`src/rtl/alu_share_arbiter.sv`:
```
// rtl/alu_share_arbiter.sv - round-robin share of one external ALU between two requesters
//
// Purpose: arbitrates req0/req1 onto a shared combinational ALU, registers the
// result and {n,z,c,v} flags into a single-entry tagged response, and counts
// grants per requester with saturating counters.
// Ports:
//   clk, rst                      clock, synchronous active-high reset
//   req{0,1}_valid/ready          request handshake per requester
//   req{0,1}_x/y/ctrl             request operands and ALU control code
//   alu_x/y/ctrl                  drive to the external ALU (zero when idle)
//   alu_result, alu_nzcv          combinational ALU outputs
//   rsp_valid/ready               response handshake
//   rsp_id/result/nzcv            tagged, registered response payload
//   grant_cnt0/1                  saturating grant counters
module alu_share_arbiter #(
    parameter int DATA_WIDTH = 32,
    parameter int CNT_WIDTH  = 16
) (
    input  logic                  clk,
    input  logic                  rst,
    input  logic                  req0_valid,
    output logic                  req0_ready,
    input  logic [DATA_WIDTH-1:0] req0_x,
    input  logic [DATA_WIDTH-1:0] req0_y,
    input  logic [3:0]            req0_ctrl,
    input  logic                  req1_valid,
    output logic                  req1_ready,
    input  logic [DATA_WIDTH-1:0] req1_x,
    input  logic [DATA_WIDTH-1:0] req1_y,
    input  logic [3:0]            req1_ctrl,
    output logic [DATA_WIDTH-1:0] alu_x,
    output logic [DATA_WIDTH-1:0] alu_y,
    output logic [3:0]            alu_ctrl,
    input  logic [DATA_WIDTH-1:0] alu_result,
    input  logic [3:0]            alu_nzcv,
    output logic                  rsp_valid,
    input  logic                  rsp_ready,
    output logic                  rsp_id,
    output logic [DATA_WIDTH-1:0] rsp_result,
    output logic [3:0]            rsp_nzcv,
    output logic [CNT_WIDTH-1:0]  grant_cnt0,
    output logic [CNT_WIDTH-1:0]  grant_cnt1
);

    localparam logic [0:0] ST_EMPTY = 1'b0;
    localparam logic [0:0] ST_FULL  = 1'b1;

    localparam logic [CNT_WIDTH-1:0] CNT_ONE = {{(CNT_WIDTH-1){1'b0}}, 1'b1};

    logic [0:0]            state_q,      state_d;
    logic                  rsp_id_q,     rsp_id_d;
    logic [DATA_WIDTH-1:0] rsp_result_q, rsp_result_d;
    logic [3:0]            rsp_nzcv_q,   rsp_nzcv_d;
    logic                  rr_ptr_q,     rr_ptr_d;
    logic [CNT_WIDTH-1:0]  grant_cnt0_q, grant_cnt0_d;
    logic [CNT_WIDTH-1:0]  grant_cnt1_q, grant_cnt1_d;

    logic can_issue;
    logic grant0;
    logic grant1;

    // A held response frees its slot in the same cycle it is consumed, which is
    // what lets a new op be accepted back-to-back at one per cycle.
    always_comb begin
        can_issue = !rst && ((state_q == ST_EMPTY) || rsp_ready);
        grant0    = can_issue && req0_valid && (!req1_valid || !rr_ptr_q);
        grant1    = can_issue && req1_valid && (!req0_valid ||  rr_ptr_q);
    end

    assign req0_ready = grant0;
    assign req1_ready = grant1;

    always_comb begin
        alu_x    = '0;
        alu_y    = '0;
        alu_ctrl = '0;
        if (grant0) begin
            alu_x    = req0_x;
            alu_y    = req0_y;
            alu_ctrl = req0_ctrl;
        end else if (grant1) begin
            alu_x    = req1_x;
            alu_y    = req1_y;
            alu_ctrl = req1_ctrl;
        end
    end

    always_comb begin
        state_d      = state_q;
        rsp_id_d     = rsp_id_q;
        rsp_result_d = rsp_result_q;
        rsp_nzcv_d   = rsp_nzcv_q;
        rr_ptr_d     = rr_ptr_q;
        grant_cnt0_d = grant_cnt0_q;
        grant_cnt1_d = grant_cnt1_q;
        if (grant0 || grant1) begin
            state_d      = ST_FULL;
            rsp_id_d     = grant1;
            rsp_result_d = alu_result;
            rsp_nzcv_d   = alu_nzcv;
            // Next tie goes to whoever did not just win.
            rr_ptr_d     = grant0;
            if (grant0 && (grant_cnt0_q != '1)) grant_cnt0_d = grant_cnt0_q + CNT_ONE;
            if (grant1 && (grant_cnt1_q != '1)) grant_cnt1_d = grant_cnt1_q + CNT_ONE;
        end else if ((state_q == ST_FULL) && rsp_ready) begin
            state_d = ST_EMPTY;
        end
    end

    always_ff @(posedge clk) begin
        if (rst) begin
            state_q      <= ST_EMPTY;
            rsp_id_q     <= 1'b0;
            rsp_result_q <= '0;
            rsp_nzcv_q   <= '0;
            rr_ptr_q     <= 1'b0;
            grant_cnt0_q <= '0;
            grant_cnt1_q <= '0;
        end else begin
            state_q      <= state_d;
            rsp_id_q     <= rsp_id_d;
            rsp_result_q <= rsp_result_d;
            rsp_nzcv_q   <= rsp_nzcv_d;
            rr_ptr_q     <= rr_ptr_d;
            grant_cnt0_q <= grant_cnt0_d;
            grant_cnt1_q <= grant_cnt1_d;
        end
    end

    assign rsp_valid  = (state_q == ST_FULL);
    assign rsp_id     = rsp_id_q;
    assign rsp_result = rsp_result_q;
    assign rsp_nzcv   = rsp_nzcv_q;
    assign grant_cnt0 = grant_cnt0_q;
    assign grant_cnt1 = grant_cnt1_q;

endmodule

```
`config.mk`:
```
export PLATFORM = sky130hd
export DESIGN_NAME = alu_share_arbiter
export DESIGN_NICKNAME = d
export VERILOG_FILES = /design/src/rtl/alu_share_arbiter.sv
export SDC_FILE = /design/constraint.sdc
export NUM_CORES = 1
export LEC_CHECK = 0
export BUFFER_PORTS_ARGS = -buffer_cell sky130_fd_sc_hd__buf_2
export CORE_AREA = 5 5 119 121
export CTS_CLUSTER_SIZE = 25
export DETAILED_ROUTE_END_ITERATION = 7
export DIE_AREA = 0 0 124 126
export PLACE_DENSITY_LB_ADDON = 0.08
export REMOVE_ABC_BUFFERS = 1
export SLEW_MARGIN = 30
export SYNTH_ARGS = -nofsm -noshare
export SYNTH_HDL_FRONTEND = slang
export SYNTH_SLANG_ARGS = --single-unit
```
`constraint.sdc`:
```
create_clock -name clk -period 2.7 [get_ports clk]
set_input_delay 0.405 -clock clk [delete_from_list [all_inputs] [get_ports clk]]
set_output_delay 0.405 -clock clk [all_outputs]
set_load 0.01 [all_outputs]
```
* Word-level counts from Yosys, hierarchy flattened
Index checks and enable logic that the tools add are counted.
Storage, ports and cells: flip-flop bits (word level) 71, bits of input ports 177, output and inout bits 140, word-level logic and storage cells 39
Operators by class: $add $sub $neg 2, eq/ne operators 2, mux-type cells 8, bitwise logic cells 1, reductions and logical operators 19
Operator list (count):
- $mux 32 | 4
- $add 16x1->16 const B | 2
- $ne 16x16->1 const B | 2
- $logic_and 1x1->1 | 8
- $mux 4 | 2
- $logic_not 1->1 | 4
- $logic_or 1x1->1 | 4
- $reduce_and 2->1 | 2
- $mux 1 | 2
- $reduce_bool 2->1 | 1
- $not 1->1 | 1

* Longest topological paths before layout
Gate-level depths: netlist (run 1).
depth in word-level cells 7, gate-level depth with buffers 7, depth with buffers taken out 6

* Worst setup path after synthesis (run 1)
No wires, ideal clock.
path type input -> output, from input port rst, to output port alu_x[23], arrival time 1.687 ns, data required time 2.295 ns, setup slack 0.608 ns, stages on the path 5, buffers on the path 2, path through clkbuf_1 nand4b_1 inv_2 buf_1 a22o_1
On the way: elaborated cells on any way between the ends 8, those cells by class mux: 2; reduce/logical: 6
RTL lines:
- start, declared | line 20 | input logic rst,
- $logic_not 1->1 | line 65 | can_issue = !rst && ((state_q == ST_EMPTY) || rsp_ready);
- $logic_and 1x1->1 | line 65
- $logic_and 1x1->1 (2 in series) | line 66 | grant0 = can_issue && req0_valid && (!req1_valid || !rr_ptr_q);
- named net req0_ready | line 22 | output logic req0_ready,
- $mux 32 | line 77 | if (grant0) begin
- end, declared | line 31 | output logic [DATA_WIDTH-1:0] alu_x,
The timed path passes the listed nets, and every way through them passes these cells.

* Worst setup path in the final report (run 1)
from register rr_ptr_q, to output port alu_y[6]
On the way: word-level cells in the longest chain between the ends 4, elaborated cells on any way between the ends 7, those cells by class mux: 2; reduce/logical: 5
RTL lines:
- start, declared | line 54 | logic rr_ptr_q, rr_ptr_d;
- start signal, assigned | line 124 | rr_ptr_q <= rr_ptr_d;
- $logic_or 1x1->1 or $logic_not 1->1 (tied branches) | line 67, 66
- $logic_and 1x1->1 or $logic_or 1x1->1 (tied branches) | line 67, 66
- $mux 32 or $logic_and 1x1->1 (tied branches) | line 81, 66
- $mux 32 (*) | line 77
- end, declared | line 32 | output logic [DATA_WIDTH-1:0] alu_y,
Mark *: on every way between the ends. The rest lies on a longest branch, timed or not.

==> key figures, run 1 <==
Clock network
  • Clock sinks: 71
  • CTS root buf: clkbuf_16
  • Total CTS buffers: 9
  • Longest Clk Path Bufs: 2
  • Clock slew at reported path FFs: 0.06 ns
  • Hold-fix buffers, CTS: 0
  • CTS H-tree depth: 3
  • CTS tree: done
  • Worst skew pair latency: 0.32 ns
  • Post-CTS sizing: 0
  • Post-CTS Setup Inserts: 0

Route
  • Total wire length: 17800 um
  • DRT antenna net count: 0
  • Via count: 4416
  • Drt first pass iters: 5
  • Drc violations: 0
  • WL per Instance: 19.2 um
  • DR iter-0 viols: 191
  • Vias/cell: 4.77

Critical path
  • Worst setup SP type: flop
  • CP startpoint: rr_ptr_q
  • Worst r2r src: grant_cnt1[0]
  • Critical Path End Type: primary output
  • Crit Path Category: flop to primary output
  • FF-to-FF setup slack: 0.62 ns
  • Critical Path AT: 1.88 ns
  • Capture point of the worst reg-to-reg path: grant_cnt1[11]
  • Critical Path RT: 2.30 ns
  • Worst Path Max Fanout: 73
  • Worst R2R Path Depth: 6

Die
  • Chip width: 124 um
  • Initial core utilization: 0.274
  • Site Rows: 42
  • Top Ports: 317
  • CORE AREA: 13000 um2
  • Die area: 15600 um2
  • Die H: 126 um

Placed design
  • Hpwl dp: 14300 um
  • Routability cong.: 0.913
  • Post-place setup slack: 0.538 ns
  • Port bufs: 316
  • Placed Cells: 905

Pwr
  • Switching Share: 0.262
  • Total power: 2.97 mW
  • Leak Pwr: 2.81 nW
  • Cell-internal power: 2.19 mW
  • Max IR drop VDD: 0.326 mV
  • Logic pwr share: 0.200
  • Clock power frac: 0.422
  • Switching power total: 0.777 mW
  • Sequential power share: 0.377
  • PwrDens: 526 nW/um2

Global route
  • Vias in the first global route: 4331
  • Met1 Track Usage GR: 0.233
  • Initial antenna violation count: 15
  • Total GRT Usage: 0.214
  • GRT busiest layer: met2
  • First-pass GRT wire length: 25200 um
  • Met2 usage: 0.356
  • Gr ovfl total: 0
  • Maximum number of pins on one net before global-route repair: 74
  • Grt met3 use: 0.115

Worst hold path
  • Hold endpoint: rsp_result[6]
  • Hold path depth: 3
  • Hold WC Path Type: primary input to flop
  • Hold Startpoint: alu_result[6]

Final layout
  • Commonest non-fill, non-tap cells in the layout: buf_2, nand2_1, dfxtp_1, a22o_1, a21oi_1
  • Fin nets: 919
  • Final Util: 0.435
  • Post-Layout Cell Count: 926
  • Synth-to-layout area growth: 58.7%
  • Footprint of the multi-input gates: 2000 um2
  • FF/Latch Area: 1420 um2
  • Layout cells sized above 1: 0.462
  • Most common cell after layout, fill and taps aside: buf_2
  • Filler cell count: 1384

Timing
  • Worst Tran Pin Value: 0.685 ns
  • Setup violators final: 0
  • Final slew viol count: 0
  • Period utilization: 0.845
  • Final hold violation count: 0
  • Worst setup margin: 0.417 ns
  • Slew headroom: 0.544
  • Post-route setup TNS: 0 ns
  • RSZ-0062 raised after global routing: false
  • Clk_skew: 0.00369 ns
  • Peak Freq: 438 MHz
  • Tmin final: 2.28 ns

Outcome
  • Status: completed

Synth
  • Warnings from Yosys: 0
  • Post-Syn Area: 3560 um2
  • Unique masters post-synth: 34
  • Post-synthesis average cell area: 8.16 um2
  • #FFs+latches synth: 71
  • Sequential fraction of the synthesis area: 0.399
  • Cell count after synthesis: 436

Run
  • Max cap viols: 0
sequential cells by signal, summed over array words and instances (netlist names):
register / flops
rsp_result: 32
rsp_valid: 1
grant_cnt1: 16
rsp_nzcv: 4
grant_cnt0: 16
rsp_id: 1
rr_ptr_q: 1
worst max-delay path, cell delays in order, from the launching register on:
cell	delay, ns
dfxtp_1	0.38
nand2b_1	0.17
nand4b_4	0.23
inv_2	0.13
buf_12	0.29
a22o_1	0.21
buf_2	0.14
logic make-up after synthesis:
family,Yosys count,share of synthesized area
DFF,71,0.399
adders and majority gates,2,0.00703
AOI/OAI and AO/OA,119,0.243
xor gates and xnor gates,26,0.0640
buffers and inverters,34,0.0380
and+or+nand+nor,184,0.249
Yosys cell counts:
| master | n | area [um2] |
|---|---|---|
| o31ai_1 | 2 | 15.0 |
| nor2_1 | 30 | 113 |
| and3_1 | 4 | 25.0 |
| nor4b_1 | 2 | 17.5 |
| a22o_1 | 68 | 596 |
| o21ai_0 | 5 | 25.0 |
| nor3_1 | 11 | 55.1 |
| dfxtp_1 | 71 | 1420 |
| o21bai_1 | 1 | 7.51 |
| xnor2_1 | 24 | 210 |
| o211a_1 | 1 | 10.0 |
| nor4_4 | 1 | 21.3 |
| nor4_2 | 1 | 12.5 |
| and4_1 | 2 | 17.5 |
| nor3b_1 | 2 | 15.0 |
| clkbuf_1 | 17 | 63.8 |
| nand2b_1 | 4 | 25.0 |
| buf_2 | 6 | 30.0 |
| or4_1 | 3 | 22.5 |
| or3_1 | 2 | 12.5 |
| ha_1 | 2 | 25.0 |
| inv_2 | 2 | 7.51 |
| a21oi_1 | 42 | 210 |
| nand2_1 | 87 | 327 |
| nand4b_4 | 1 | 23.8 |
| nor2_2 | 1 | 6.26 |
| inv_1 | 1 | 3.75 |
| buf_1 | 8 | 30.0 |
| nand3_1 | 12 | 60.1 |
| nand4b_1 | 1 | 8.76 |
| nor2b_1 | 1 | 6.26 |
| xor2_1 | 2 | 17.5 |
| nor4_1 | 10 | 62.6 |
| nand4_1 | 9 | 56.3 |
power by group through the flow:
stage	combinational, mW	sequential (mW)	clock [mW]
2_1_floorplan	0.234	1.16	0
3_3_place_gp	0.598	1.14	0
3_5_place_dp	0.603	1.14	0
4_1_cts	0.605	1.12	1.28
5_1_grt	0.652	1.13	1.32
6_report	0.595	1.12	1.26
layer usage:
layer  wire, um  vias up
met3       2160       34
li1           -     2189
met2       8620      187
met1       6650     1990
met4        221       16
met5        102        -
per-stage QoR:
stage	hold slack, ns	cell area, um2
floorplan	0.457	3440
global placement	0.436	5320
detailed placement	0.441	5320
CTS	0.308	5640
global route	0.317	5650
finish	0.319	5650
worst max path at each step:
| stage | endpoint | slack [ns] |
|---|---|---|
| floorplan | rsp_nzcv[0] | 0.03 |
| global placement | grant_cnt1[11] | 0.59 |
| detailed placement | grant_cnt1[11] | 0.54 |
| CTS | alu_y[6] | 0.39 |
| global route | alu_y[12] | 0.27 |
| finish | alu_y[6] | 0.42 |
area by class of cell:
cell class | count | area share
Multi-Input combinational cell | 331 | 0.355
Timing Repair Buffer | 324 | 0.295
Sequential cell | 71 | 0.252
Clock buffer | 11 | 0.0430
Tap cell | 176 | 0.0390
Clock inverter | 4 | 0.0124
Antenna cell | 6 | 0.00266
Inverter | 3 | 0.00199
(Power assumes the default switching activity.)
==> run 2, diff against run 1 <==
- CORE_AREA: 5 5 119 121 -> 5 5 118 120
- DIE_AREA: 0 0 124 126 -> 0 0 123 125
- clock period: 2.7 -> 2.1 ns (I/O delays scaled with it)
==> run 2 against run 1 <==
  * Setup slack lost 0.33 ns
  * Die area shrank 1.6%
  * Total power grew 33%
  * Global-route usage is 1.4 points higher
  * Clock skew rose by 0.0042 ns
  * First-iteration DRC count rose by 41%
  * Count of clock-buffer cells in the layout is 1 lower
  * Via count is 4.2% higher
  * Clock power increased by 33%
  * Core utilization rose by 1.8 points
  * Register-to-register slack lost 0.49 ns
  * Largest cell class unchanged
==> key figures, run 2 (synthesis gave the netlist of run 1 again) <==
Final layout
  • Max reg flops: 32
  • Most common cell after layout, fill and taps aside: buf_2
  • Final instance area: 5840 um2
  • Commonest non-fill, non-tap cells in the layout: buf_2, nand2_1, dfxtp_1, a22o_1, a21oi_1
  • Fin nets: 931
  • Layout cells sized above 1: 0.474
  • Synth-to-layout area growth: 64.0%

Placed design
  • Hpwl dp: 15300 um
  • Port bufs: 316
  • Dpl cell area: 5460 um2
  • Routability cong.: 0.950
  • Post-place setup slack: 0.140 ns

Timing
  • RSZ-0062 raised after global routing: false
  • Final slew viol count: 0
  • Worst Tran Pin Value: 0.487 ns
  • Tmin final: 2.01 ns
  • Slew headroom: 0.676
  • Final hold violation count: 0
  • Peak Freq: 497 MHz
  • Period utilization: 0.957
  • Worst setup margin: 0.0893 ns
  • Clk_skew: 0.00785 ns
  • Setup violators final: 0

Clock network
  • CTS tree: done
  • CTS root buf: clkbuf_16
  • Worst skew pair latency: 0.33 ns
  • Clock sinks: 71
  • Clock slew at reported path FFs: 0.06 ns
  • Longest Clk Path Bufs: 2
  • CTS H-tree depth: 3
  • Total CTS buffers: 9

Pwr
  • Max IR drop VDD: 0.364 mV
  • PwrDens: 676 nW/um2
  • Total power: 3.95 mW
  • Leak Pwr: 2.90 nW

Critical path
  • Worst Path Max Fanout: 42
  • Critical Path AT: 1.70 ns
  • Worst R2R Path Depth: 6
  • Worst setup SP type: flop
  • Crit Path Category: flop to primary output
  • Critical Path RT: 1.78 ns
  • FF-to-FF setup slack: 0.13 ns
  • Critical Path End Type: primary output

Route
  • WL per Instance: 19.9 um
  • DRT antenna net count: 0
  • Vias/cell: 4.90
  • Total wire length: 18700 um
  • Via count: 4602
  • Drc violations: 0
  • Drt first pass iters: 4
  • DR iter-0 viols: 270

Die
  • Die area: 15400 um2
  • Die H: 125 um
  • Initial core utilization: 0.276
  • Top Ports: 317
  • Site Rows: 42
  • Chip width: 123 um
  • CORE AREA: 12900 um2

Global route
  • Maximum number of pins on one net before global-route repair: 47
  • Gr ovfl total: 0
  • Vias in the first global route: 4238
  • First-pass GRT wire length: 26200 um
  • Total GRT Usage: 0.227
  • Initial antenna violation count: 11

Worst hold path
  • Hold WC Path Type: primary input to flop
  • Hold path depth: 3

Run
  • Max cap viols: 0

Outcome
  • Status: completed
-- run 2: cell count changes in the layout (fill, tap and decap cells not counted), sizes merged --
cell,delta
buf,+11
clkinv,-1
clkinvlp,+2
inv,+1
-- run 2: layer usage --
layer,vias to the layer above,wire length (um),global-route usage
met5,-,53,0
met4,8,194,0.0326
met3,18,2120,0.0980
met2,213,8870,0.381
met1,2142,7490,0.277
li1,2221,-,-
-- run 2: worst paths after layout --
check            startpoint        endpoint
max                rr_ptr_q        alu_x[6]
max reg2reg   grant_cnt1[0]  grant_cnt1[11]
min          alu_result[30]  rsp_result[30]
min reg2reg  rsp_result[14]  rsp_result[14]
-- run 2: where the power goes --
part           leakage (nW)  internal (mW)  switching, mW
combinational          2.17          0.385          0.446
clock                 0.155           1.08          0.602
sequential            0.578           1.41         0.0297
total                  2.90           2.87           1.08
-- run 2: through the flow --
step,hold WS [ns],util,std cells,setup TNS [ns]
2_1_floorplan,0.384,-,405,-36.29
3_3_place_gp,0.435,0.424,916,0
3_5_place_dp,0.440,0.424,916,0
4_1_cts,0.210,0.449,932,0
5_1_grt,0.218,0.453,935,0
6_report,0.228,0.453,939,0
-- run 2: timing repair --
| item | CTS | global route |
|---|---|---|
| setup buffers | 0 | 0 |
| gates resized for setup | 0 | 2 |
| hold buffers | 0 | 0 |
| endpoints found under the setup margin | 0 | 45 |
| hold endpoints to repair | 0 | 0 |
-- run 2: area by class of cell --
class	instances	area, um2
diodes	6	15.0
clock buffers	10	239
clock inverters	6	92.6
fillers	1362	7040
inverters	3	13.8
multi-input cells	331	2010
flip-flops and latches	71	1420
well taps	176	220
repair buffers	336	1820
-- run 2: critical path, cell delays in order (launching register included) --
cell and delay [ns]:
dfxtp_1 0.34, nand2b_1 0.16, nand4b_4 0.14, inv_4 0.14, buf_12 0.21, a22o_1 0.18, buf_2 0.16
==> run 3, diff against run 2 <==
- CORE_AREA: 5 5 118 120 -> 2 2 122 124
- DIE_AREA: 0 0 123 125 -> 0 0 124 126
==> run 3 against run 2 <==
  * Die area grew 1.6%
  * Wire length shrank 7.5%
  * First-iteration DRC count shrank 47%
  * Setup slack gained 0.051 ns
  * Design area shrank 0.26%
  * Register-to-register slack gained 0.02 ns
  * Largest cell class unchanged
  * Critical path depth is the same
  * Global-route usage shrank 2.0 points
  * Hold slack lost 0.0065 ns
==> key figures, run 3 (synthesis gave the netlist of run 1 again) <==
Global route
  • Initial antenna violation count: 10
  • Total GRT Usage: 0.207
  • Gr ovfl total: 0
  • Vias in the first global route: 4082
  • First-pass GRT wire length: 23900 um
  • Maximum number of pins on one net before global-route repair: 60

Final layout
  • Layout cells sized above 1: 0.476
  • Synth-to-layout area growth: 63.5%
  • Final instance area: 5820 um2
  • Final Util: 0.407
  • Fin nets: 932
  • Filler cell count: 1557
  • Footprint of the multi-input gates: 2010 um2
  • Post-Layout Cell Count: 946
  • Max reg flops: 32
  • FF/Latch Area: 1420 um2
  • Commonest non-fill, non-tap cells in the layout: buf_2, nand2_1, dfxtp_1, a22o_1, a21oi_1
  • Most common cell after layout, fill and taps aside: buf_2

Route
  • WL per Instance: 18.3 um
  • Drc violations: 0
  • Vias/cell: 4.77
  • DRT antenna net count: 0
  • Via count: 4513
  • Drt first pass iters: 4
  • DR iter-0 viols: 143
  • Total wire length: 17300 um

Timing
  • Peak Freq: 510 MHz
  • Slew headroom: 0.706
  • Post-route setup TNS: 0 ns
  • Worst setup margin: 0.140 ns
  • Period utilization: 0.933
  • Setup violators final: 0
  • Worst Tran Pin Value: 0.441 ns
  • Final hold violation count: 0
  • RSZ-0062 raised after global routing: false
  • Final slew viol count: 0
  • Tmin final: 1.96 ns
  • Hold WS: 0.222 ns
  • Clk_skew: 0.00867 ns

Critical path
  • Critical Path AT: 1.64 ns
  • Capture point of the worst reg-to-reg path: grant_cnt1[11]
  • Worst setup SP type: flop
  • Slowest stage delay, CP: 0.37 ns
  • Critical Path RT: 1.78 ns
  • Worst Path Max Fanout: 28
  • Max stage delay cell, worst path: dfxtp_1
  • Worst R2R Path Depth: 6
  • Worst r2r src: grant_cnt1[0]
  • FF-to-FF setup slack: 0.15 ns
  • CP startpoint: rr_ptr_q
  • Crit Path Category: flop to primary output
  • Critical Path End Type: primary output
  • CP bufs+invs: 3
  • Top Family by Delay on Critical Path: buffers and inverters
  • Crit-path cells: nand2b_1 -> nand4b_4 -> inv_4 -> buf_12 -> a22o_1 -> buf_2

Die
  • CORE AREA: 14300 um2
  • Site Rows: 44
  • Die H: 126 um
  • Die area: 15600 um2
  • Chip width: 124 um
  • Initial core utilization: 0.249
  • Top Ports: 317

Placed design
  • Placed Cells: 926
  • Port bufs: 316
  • Dpl cell area: 5480 um2
  • Routability cong.: 0.912
  • Hpwl dp: 13900 um
  • Post-place setup slack: 0.174 ns

Clock network
  • Worst skew pair latency: 0.33 ns
  • Longest Clk Path Bufs: 2
  • CTS tree: done
  • Total CTS buffers: 9
  • CTS root buf: clkbuf_16
  • CTS H-tree depth: 3
  • Clock sinks: 71
  • Post-CTS Setup Inserts: 0
  • Hold-fix buffers, CTS: 0
  • Post-CTS sizing: 0
  • Clock slew at reported path FFs: 0.06 ns

Worst hold path
  • Hold Startpoint: alu_result[27]
  • Hold endpoint: rsp_result[27]
  • Hold path depth: 3
  • Hold WC Path Type: primary input to flop

Outcome
  • Status: completed

Run
  • Max cap viols: 0

Pwr
  • PwrDens: 668 nW/um2
  • Total power: 3.89 mW
  • Max IR drop VDD: 0.353 mV
  • Leak Pwr: 2.90 nW
[run 3: changes by cell type in the layout (fill, tap and decap cells not counted), sizes merged]
| cell | change |
|---|---|
| clkbuf | -2 |
| diode | -2 |
| clkinvlp | -1 |
| buf | +2 |
| clkinv | +2 |
[run 3: tightest hold or removal path, delay by kind of cell]
family	cells	cell delay [ns]
buf+inv	1	0.09
compound gates	1	0.05
simple gates	1	0.04
[run 3: report_power, final]
part           leakage, nW  internal [mW]  switching, mW  total [mW]
sequential           0.578           1.41         0.0312        1.44
clock                0.156           1.04          0.604        1.65
combinational         2.17          0.380          0.426       0.806
[run 3: cell type report]
type                       instances  area share
clock buffer                       9      0.0387
tap                              184      0.0395
timing repair buffer             337       0.312
inverter                           3     0.00236
sequential                        71       0.244
antenna                            4     0.00172
clock inverter                     7      0.0163
multi-input combinational        331       0.345
[run 3: metal layers]
layer,share of wire,GRT usage,vias to the layer above
li1,-,-,2216
met1,0.41,0.254,2076
met2,0.47,0.336,178
met3,0.11,0.0892,29
met4,0.012,0.0463,14
met5,0.0053,0,-
[run 3: how the worst max path moves through the flow]
stage	endpoint	cells after the start
finish	alu_x[18]	6
global route	alu_x[18]	6
CTS	alu_x[18]	6
detailed placement	grant_cnt1[11]	6
global placement	grant_cnt1[11]	6
floorplan	rsp_nzcv[0]	6
